===== src/rtl/dphy_pkg.sv =====
// Shared D-PHY definitions: LP line codes, LP receiver state encoding and the
// default timing constants used by both the LP transmitter and receiver.
package dphy_pkg;

  localparam logic [1:0] LP11 = 2'b11;
  localparam logic [1:0] LP10 = 2'b10;
  localparam logic [1:0] LP01 = 2'b01;
  localparam logic [1:0] LP00 = 2'b00;

  typedef enum logic [2:0] {
    RX_STOP      = 3'd0,
    RX_HS_RQST   = 3'd1,
    RX_HS_PRPR   = 3'd2,
    RX_HS_SETTLE = 3'd3,
    RX_HS_ACTIVE = 3'd4,
    RX_ERR       = 3'd5,
    RX_ESC_RQST  = 3'd6
  } rx_state_e;

  localparam int unsigned DPHY_FILTER_CYCLES = 2;
  localparam int unsigned DPHY_LPX_MIN       = 6;
  localparam int unsigned DPHY_TERM_DELAY    = 4;
  localparam int unsigned DPHY_HS_SETTLE     = 8;
  localparam int unsigned DPHY_CNT_W         = 5;

  // Case matching keeps X/Z samples out of every code.
  function automatic logic is_lp_code(input logic [1:0] v);
    logic hit;
    hit = 1'b0;
    case (v)
      LP11, LP10, LP01, LP00: hit = 1'b1;
      default:                hit = 1'b0;
    endcase
    return hit;
  endfunction

endpackage


===== src/rtl/dphy_lprx_seq_detect_lp_line_filter.sv =====
// Two-flop synchroniser on {Dp,Dn} followed by a glitch filter that accepts a
// new line state only after FILTER_CYCLES consecutive identical samples.
module lp_line_filter
  import dphy_pkg::*;
#(
  parameter int unsigned FILTER_CYCLES = DPHY_FILTER_CYCLES
) (
  input  logic       clk,
  input  logic       rst_n,
  input  logic       dp,
  input  logic       dn,
  output logic [1:0] line_state
);

  localparam logic [2:0] FC = 3'(FILTER_CYCLES);

  logic [1:0] sync1;
  logic [1:0] sync2;
  logic [1:0] cand;
  logic [2:0] run;
  logic [2:0] run_nxt;

  always_comb begin
    run_nxt = 3'd1;
    if (sync2 == cand) run_nxt = run + 3'd1;
  end

  always_ff @(posedge clk or negedge rst_n) begin
    if (!rst_n) begin
      sync1      <= LP11;
      sync2      <= LP11;
      cand       <= LP11;
      run        <= 3'd0;
      line_state <= LP11;
    end else begin
      sync1 <= {dp, dn};
      sync2 <= sync1;
      // Any sample equal to the accepted state (or not a code) breaks the run.
      if (is_lp_code(sync2) && (sync2 != line_state)) begin
        cand <= sync2;
        if (run_nxt >= FC) begin
          line_state <= sync2;
          run        <= 3'd0;
        end else begin
          run <= run_nxt;
        end
      end else begin
        run <= 3'd0;
      end
    end
  end

endmodule


===== src/rtl/dphy_lprx_seq_detect.sv =====
// D-PHY LP receiver sequence detector: tracks LP-11 -> LP-01 -> LP-00 HS entry,
// enables termination and RxActiveHS. Optional escape detect: LPRX_ESC_DETECT_EN.
module dphy_lprx_seq_detect
  import dphy_pkg::*;
#(
  parameter int unsigned FILTER_CYCLES = DPHY_FILTER_CYCLES,
  parameter int unsigned LPX_MIN       = DPHY_LPX_MIN,
  parameter int unsigned TERM_DELAY    = DPHY_TERM_DELAY,
  parameter int unsigned HS_SETTLE     = DPHY_HS_SETTLE,
  parameter int unsigned CNT_W         = DPHY_CNT_W
) (
  input  logic       LPRX_CLK,
  input  logic       RxRst_n,
  input  logic       LPRX_EN,
  input  logic       LP_Dp,
  input  logic       LP_Dn,
  output logic       HSRX_EN,
  output logic       RxActiveHS,
  output logic       RxStopState,
  output logic       ErrControl,
  output logic [1:0] LineState,
`ifdef LPRX_ESC_DETECT_EN
  output logic       RxEscEntry,
`endif
  output rx_state_e  rx_state_dbg
);

  localparam logic [CNT_W-1:0] LPX_MIN_C   = CNT_W'(LPX_MIN);
  localparam logic [CNT_W-1:0] TERM_LAST   = CNT_W'(TERM_DELAY - 1);
  localparam logic [CNT_W-1:0] SETTLE_LAST = CNT_W'(HS_SETTLE - 1);

  rx_state_e        state;
  rx_state_e        next_state;
  logic [CNT_W-1:0] cnt;
  logic             cnt_run;

  lp_line_filter #(
    .FILTER_CYCLES(FILTER_CYCLES)
  ) u_filter (
    .clk       (LPRX_CLK),
    .rst_n     (RxRst_n),
    .dp        (LP_Dp),
    .dn        (LP_Dn),
    .line_state(LineState)
  );

`ifdef LPRX_ESC_DETECT_EN
  logic esc_hit;
  logic esc_done;
`endif

  always_comb begin
    next_state = state;
`ifdef LPRX_ESC_DETECT_EN
    esc_hit = 1'b0;
`endif
    if (!LPRX_EN) begin
      next_state = RX_STOP;
    end else begin
      case (state)
        RX_STOP: begin
          if (LineState == LP01) next_state = RX_HS_RQST;
          else if (LineState == LP00) next_state = RX_ERR;
`ifdef LPRX_ESC_DETECT_EN
          else if (LineState == LP10) next_state = RX_ESC_RQST;
`else
          else if (LineState == LP10) next_state = RX_ERR;
`endif
        end
        RX_HS_RQST: begin
          if (LineState == LP11) next_state = RX_STOP;
          else if (LineState == LP10) next_state = RX_ERR;
          else if (LineState == LP00) next_state = (cnt >= LPX_MIN_C) ? RX_HS_PRPR : RX_ERR;
        end
        RX_HS_PRPR: begin
          if (LineState == LP11) next_state = RX_STOP;
          else if ((LineState == LP01) || (LineState == LP10)) next_state = RX_ERR;
          else if (cnt >= TERM_LAST) next_state = RX_HS_SETTLE;
        end
        // HS swing reads as LP-00, so only LP-11 is meaningful from here on.
        RX_HS_SETTLE: begin
          if (LineState == LP11) next_state = RX_STOP;
          else if (cnt >= SETTLE_LAST) next_state = RX_HS_ACTIVE;
        end
        RX_HS_ACTIVE, RX_ERR: begin
          if (LineState == LP11) next_state = RX_STOP;
        end
`ifdef LPRX_ESC_DETECT_EN
        RX_ESC_RQST: begin
          if (LineState == LP11) next_state = RX_STOP;
          else if (!esc_done) begin
            if (LineState == LP01) next_state = RX_ERR;
            else if (LineState == LP00) begin
              if (cnt >= LPX_MIN_C) esc_hit = 1'b1;
              else next_state = RX_ERR;
            end
          end
        end
`endif
        default: next_state = RX_STOP;
      endcase
    end
  end

  always_comb begin
    cnt_run = 1'b0;
    case (state)
      RX_HS_RQST, RX_HS_PRPR, RX_HS_SETTLE, RX_ESC_RQST: cnt_run = 1'b1;
      default:                                           cnt_run = 1'b0;
    endcase
  end

  always_ff @(posedge LPRX_CLK or negedge RxRst_n) begin
    if (!RxRst_n) begin
      state       <= RX_STOP;
      cnt         <= '0;
      HSRX_EN     <= 1'b0;
      RxActiveHS  <= 1'b0;
      RxStopState <= 1'b0;
      ErrControl  <= 1'b0;
    end else begin
      state <= next_state;
      if (next_state != state) cnt <= '0;
      else if (cnt_run && (cnt != '1)) cnt <= cnt + 1'b1;
      // Outputs are decoded from the next state so they line up with it.
      HSRX_EN     <= (next_state == RX_HS_SETTLE) || (next_state == RX_HS_ACTIVE);
      RxActiveHS  <= (next_state == RX_HS_ACTIVE);
      RxStopState <= (next_state == RX_STOP) && (LineState == LP11) && LPRX_EN;
      ErrControl  <= (next_state == RX_ERR) && (state != RX_ERR);
    end
  end

`ifdef LPRX_ESC_DETECT_EN
  always_ff @(posedge LPRX_CLK or negedge RxRst_n) begin
    if (!RxRst_n) begin
      esc_done   <= 1'b0;
      RxEscEntry <= 1'b0;
    end else begin
      if (next_state != state) esc_done <= 1'b0;
      else if (esc_hit) esc_done <= 1'b1;
      RxEscEntry <= esc_hit;
    end
  end
`endif

  assign rx_state_dbg = state;

endmodule

===== config.mk =====
export PLATFORM = sky130hd
export DESIGN_NAME = dphy_lprx_seq_detect
export DESIGN_NICKNAME = d
export VERILOG_FILES = /design/src/rtl/dphy_pkg.sv /design/src/rtl/dphy_lprx_seq_detect_lp_line_filter.sv /design/src/rtl/dphy_lprx_seq_detect.sv
export SDC_FILE = /design/constraint.sdc
export NUM_CORES = 1
export LEC_CHECK = 0
export CAP_MARGIN = 20
export CORE_ASPECT_RATIO = 0.75
export CORE_MARGIN = 2
export CORE_UTILIZATION = 62
export CTS_BUF_LIST = sky130_fd_sc_hd__clkbuf_8
export DETAILED_ROUTE_END_ITERATION = 10
export GPL_TIMING_DRIVEN = 0
export PLACE_DENSITY = 0.95
export SLEW_MARGIN = 10
export SYNTH_ARGS = -nofsm -noshare
export SYNTH_HDL_FRONTEND = slang
export SYNTH_SLANG_ARGS = --single-unit

===== constraint.sdc =====
create_clock -name LPRX_CLK -period 3.89 [get_ports LPRX_CLK]
set_clock_uncertainty 0.2 [all_clocks]
set_input_delay 0.778 -clock LPRX_CLK [delete_from_list [all_inputs] [get_ports LPRX_CLK]]
set_output_delay 0.778 -clock LPRX_CLK [all_outputs]
set_load 0.01 [all_outputs]

After elaboration in Yosys (flattened, before gate mapping)
Cells that the tools add are included.
{"block": "op_classes", "eq_ne": 20, "reduce_logical": 16, "muxes": 22, "addsub": 2, "order_cmp": 4}
{"operator": "$mux 3", "count": 17}
{"operator": "$eq 3x3->1 const B", "count": 5}
{"operator": "$pmux 3 s5", "count": 1}
{"operator": "$ge 5x3->1 const B", "count": 2}
{"operator": "$mux 5", "count": 2}
{"operator": "$eq 3x2->1 const B", "count": 3}
{"operator": "$eq 2x2->1 const B", "count": 4}
{"operator": "$reduce_or 4->1", "count": 2}
{"operator": "$logic_not 3->1", "count": 2}
{"operator": "$add 5x1->5 const B", "count": 1}
{"operator": "$ge 5x2->1 const B", "count": 1}
{"operator": "$logic_and 1x1->1", "count": 5}
{"operator": "$ne 5x5->1 const B", "count": 1}
{"operator": "$eq 2x1->1 const B", "count": 2}
{"operator": "$logic_not 2->1", "count": 2}
{"operator": "$add 3x1->3 const B", "count": 1}
{"operator": "$eq 3x1->1 const B", "count": 1}
{"operator": "$ge 3x2->1 const B", "count": 1}
{"operator": "$ne 3x3->1", "count": 1}
{"operator": "$ne 3x3->1 const B", "count": 1}
{"operator": "$eq 2x2->1", "count": 1}
{"operator": "$logic_or 1x1->1", "count": 2}
{"operator": "$mux 1", "count": 2}
{"operator": "$ne 2x2->1", "count": 1}
{"operator": "3 further kinds", "count": 3}
{"block": "totals", "wordCells": 75, "in_bits": 5, "reg_bits": 23, "out_inout_bits": 9}

Logic depth before layout (Yosys ltp)
{"block": "logic_depth", "ltp_word": 10, "mapped_depth": 8, "mapped_depth_nobuf": 8}

Cells and area by module
From an unflattened synthesis, not the netlist that was laid out.
{"block": "unflattened", "cells_unflattened": 132, "area_unflattened_um2": 1372.6}
{"module": "dphy_lprx_seq_detect", "n_inst": 1, "area_per_inst_um2": 955.9, "seq_area_each_um2": 300.3, "cells_each": 106}
{"module": "lp_line_filter", "n_inst": 1, "area_per_inst_um2": 416.6, "seq_area_each_um2": 285.3, "cells_each": 26}

Least setup slack after synthesis
Ideal clock, no wire load.
{"block": "synth_timing", "path_type": "register to register", "start": "register u_filter.line_state[0]", "end": "register HSRX_EN", "slack_ns": 1.548, "path_stages_with_launch": 9, "period_less_slack_ns": 2.342, "path_buffers": 0, "arrival_time_ns": 2.014, "cell_sequence": "dfstp_2 > inv_1 > ha_1 > a211o_1 > nor3_1 > o22ai_1 > inv_1 > a31oi_4 > mux2_1"}
{"block": "synth_between", "elab_chain_len": 8, "word_cells_on_any_way": 20}
{"element": "start: declaration", "line": "dphy_lprx_seq_detect_lp_line_filter.sv:12", "rtl": "output logic [1:0] line_state"}
{"element": "start signal: assignment", "line": "dphy_lprx_seq_detect_lp_line_filter.sv:42", "rtl": "line_state <= sync2;"}
{"element": "$eq 2x2->1 (tied with other cells)", "line": "dphy_lprx_seq_detect.sv:67, dphy_lprx_seq_detect.sv:72, dphy_lprx_seq_detect.sv:77"}
{"element": "$mux 3 (tied with other cells)", "line": "dphy_lprx_seq_detect.sv:67", "rtl": "else if (LineState == LP10) next_state = RX_ERR;"}
{"element": "$mux 3 (on tied branches)", "line": "dphy_lprx_seq_detect.sv:63, dphy_lprx_seq_detect.sv:72, dphy_lprx_seq_detect.sv:77"}
{"element": "$mux 3 (on tied branches)", "line": "dphy_lprx_seq_detect.sv:62, dphy_lprx_seq_detect.sv:71, dphy_lprx_seq_detect.sv:76"}
{"element": "$pmux 3 s5 (*)", "line": "dphy_lprx_seq_detect.sv:60", "rtl": "case (state)"}
{"element": "$mux 3 (*)", "line": "dphy_lprx_seq_detect.sv:57", "rtl": "if (!LPRX_EN) begin"}
{"element": "via next_state[0]", "line": "dphy_lprx_seq_detect.sv:33", "rtl": "rx_state_e next_state;"}
{"element": "$eq 3x2->1 / $eq 3x3->1 (equally long branches)", "line": "dphy_lprx_seq_detect.sv:126", "rtl": "HSRX_EN <= (next_state == RX_HS_SETTLE) || (next_state == RX_HS_ACTIVE);"}
{"element": "$logic_or 1x1->1 (*)", "line": "dphy_lprx_seq_detect.sv:126"}
{"element": "end signal: assignment", "line": "dphy_lprx_seq_detect.sv:126"}
{"element": "end: declaration", "line": "dphy_lprx_seq_detect.sv:17", "rtl": "output logic HSRX_EN,"}
Mark *: on every way through the listed nets, which the timed path passes. The rest lies on a longest branch.
A chain may end at the register's enable or synchronous reset.

Final worst setup path
Same ends and word-level chain as after synthesis.

==> flow_metrics.py <==
metrics = {
    "global_routing": {
        "grt_overflow": 0,
        "grt_pass1_wl_mm": 4.20,
        "grt_pass1_vias": 891,
        "grt_use_total_pct": 22.9,
        "antenna_found_initial": 0,
        "grt_max_degree": 24,
    },
    "route": {
        "routedWlPerCell_um": 14.9,
        "wl_mm": 2.44,
        "viasPerCell": 5.74,
        "drtPass1Iterations": 4,
        "vias": 942,
        "drt_iter0_drc": 24,
        "drtAntennaViolNets": 0,
        "drc": 0,
    },
    "layout": {
        "diodes": 0,
        "drive_gt1_share_pct": 18.6,
        "post-route-util_pct": 75.7,
        "areaGrowthSynthToFinish_pct": 16.0,
        "layout.nets": 154,
    },
    "clock_network": {
        "cts_made_buffers": 3,
        "cts_buffer_depth": 2,
        "ctsHtreeMaxLevel": 1,
        "clock-root-buffer": "clkbuf_8",
        "cts_sinks": 23,
        "cts.clk_slew.worst_paths_ps": 70,
        "postCtsSetupRepairBufs": 0,
        "ctsResizeCount": 0,
        "cts_hold_buf": 0,
        "clock_latency_ps": 260,
        "cts_tree": "yes",
    },
    "logic_synthesis": {
        "async_reset_ff_share_pct": 100,
        "syn_area_per_cell_um2": 10.7,
        "ys_seq_elements": 23,
        "synth_edf_count": 0,
        "synthCells": 122,
        "ys_seq_area_share_pct": 45.0,
        "yosys_warnings": 0,
        "synthFlopType": "dfrtp_1",
        "synth_cell_types": 39,
        "syn_area_mm2": 0.00130,
    },
    "floorplan": {
        "start_util_pct": 65.2,
        "chipHeight_um": 43.7,
        "dieWidth_um": 56.9,
        "dieArea_mm2": 0.00249,
        "ioPinCount": 14,
        "rows": 14,
        "core-area_mm2": 0.00200,
    },
    "setup_path": {
        "path_class": "flip-flop to flip-flop",
        "cp-end-kind": "flip-flop",
        "crit_end": "HSRX_EN",
        "rr_startpoint": "u_filter.line_state[0]",
        "cp-startpoint": "u_filter.line_state[0]",
        "crit_fanout": 8,
        "reg2reg_to": "HSRX_EN",
        "rrSetupSlack_ps": 1300,
        "worst-r2r-cell-count": 8,
        "cp_data_required_time_ps": 3840,
        "start_kind": "flip-flop",
        "crit_arrival_ps": 2540,
    },
    "sta": {
        "hold_viol": 0,
        "fin_crit_sh_pct": 66.6,
        "final_max_slew_viol_count": 0,
        "setup_viol": 0,
        "rsz0062_at_grt": "no",
        "relSlewSlack_pct": 35.4,
        "hold_slack_ps": 160,
        "worst_slew_pin_slew_ps": 966,
        "fmax_mhz": 386,
        "finalWorstSetupSlack_ps": 1300,
        "fin_crit_ps": 2590,
        "finalSetupTns_ps": 0,
    },
    "power_and_ir_drop": {
        "p_clk_share_pct": 13.7,
        "powerDensity_mw_per_mm2": 679,
        "power_uw": 1030,
        "p_leak_uw": 0.000655,
        "p_comb_share_pct": 50.0,
        "seq_power_share_pct": 36.3,
        "internal_power_uw": 627,
        "switching_share_pct": 38.9,
        "ir_drop_mv": 0.465,
        "switchingPower_uw": 400,
    },
    "run": {
        "drv_cap": 0,
    },
    "status": {
        "status": "complete, no violations",
    },
    "placed_design": {
        "place_worst_setup_slack_ps": 1360,
        "place_congestion": 0.856,
        "dpl.hpwl_mm": 1.87,
        "port_buffers": 13,
    },
    "worst_hold_path": {
        "hp-class": "flip-flop to flip-flop",
    },
}
==> Yosys cell counts, drive strengths merged (2+ instances only) <==
cell	n	area share, %
nor2	13	3.7
o21ai	5	1.9
nand2	10	2.9
a21oi	2	0.77
and3	2	0.96
dfstp	8	16
nand2b	3	1.4
ha	8	7.7
mux2	5	4.3
o32ai	2	1.9
xnor2	5	3.4
a31oi	4	3.1
o2111ai	2	1.8
nor3	6	2.3
o21a	2	2.3
and2b	2	1.2
nand3b	3	1.7
xor2	3	2.0
buf	2	0.77
dfrtp	15	29
inv	7	2.0
==> per-stage QoR <==
step / instance area (um^2) / std cells
after global routing: 1510 / 164
final: 1510 / 164
after detailed placement: 1470 / 160
after floorplan: 1310 / 123
after global placement: 1470 / 160
after CTS: 1510 / 164
==> power by group through the flow <==
stage               sequential [uW]  combinational [uW]  clock, uW
finish                          373                 513        141
detailed placement              376                 509          0
floorplan                       379                 346          0
global route                    384                 561        155
CTS                             372                 511        147
global placement                370                 483          0
==> logic make-up after synthesis <==
group | share of synthesized area, %
AO/OA/AOI/OAI | 16.4
flip-flops | 45.0
adder cells (fa/ha/maj) | 7.69
other | 0.288
XOR/XNOR | 5.38
buffers and inverters | 2.79
AND/OR/NAND/NOR | 17.4
multiplexers | 5.09
==> sequential cells by signal, summed over array words and instances (netlist names) <==
| register | cells |
|---|---|
| cnt | 5 |
| rx_state_dbg | 3 |
| u_filter.run | 3 |
| u_filter.cand | 2 |
| u_filter.line_state | 2 |
| u_filter.sync1 | 2 |
| u_filter.sync2 | 2 |
| ErrControl | 1 |
| HSRX_EN | 1 |
| RxActiveHS | 1 |
| RxStopState | 1 |
==> placed cells by master, fill, tap and decap left out, types with 2 or more instances in the layout <==
master           synthesis  final
ha_1                     8      8
nand2_1                 10     10
nor2_1                  13     13
nand2b_1                 3      3
dfstp_2                  8      8
inv_1                    7      8
o21a_4                   2      2
buf_2                    2      2
o21ai_0                  3      3
a31oi_1                  3      3
dfrtp_1                 15     15
conb_1                   1      2
clkbuf_8                 0      3
clkdlybuf4s50_1          0     13
nand3b_1                 3      3
nor3_1                   6      6
and2b_1                  2      2
xnor2_1                  5      5
xor2_1                   3      3
a21oi_1                  2      2
and3_1                   2      2
mux2_2                   4      4
o21ai_1                  2      2
==> layer usage <==
metal / GRT usage [%] / part of all wire, %
met5: 0 / 0
met4: 5.58 / 0.90
met3: 8.06 / 5.3
met2: 40.0 / 51
met1: 27.4 / 43
==> cell type report <==
cell class	count	area [um^2]
plain buffers	2	10.0
clock buffers	3	41.3
clock inverters	1	3.75
fillers	147	485
inverters	7	26.3
multi-input cells	91	684
flip-flops and latches	23	586
well taps	24	30.0
repair buffers	13	130
==> worst min path at each step <==
stage	from	cells past startpoint	slack [ps]	to
floorplan	u_filter.sync1[0]	0	150	u_filter.sync2[0]
global placement	u_filter.sync1[1]	0	150	u_filter.sync2[1]
detailed placement	u_filter.sync1[1]	0	150	u_filter.sync2[1]
CTS	u_filter.sync1[1]	0	160	u_filter.sync2[1]
global route	u_filter.sync1[1]	0	170	u_filter.sync2[1]
finish	u_filter.sync1[1]	0	160	u_filter.sync2[1]
==> critical path: stages, from the launching register on <==
cell and delay [ps]:
dfstp_2 620, inv_1 120, ha_1 350, a211o_1 280, nor3_1 200, o22ai_1 120
inv_1 130, a31oi_4 120, mux2_1 340
(Power assumes the default switching activity.)
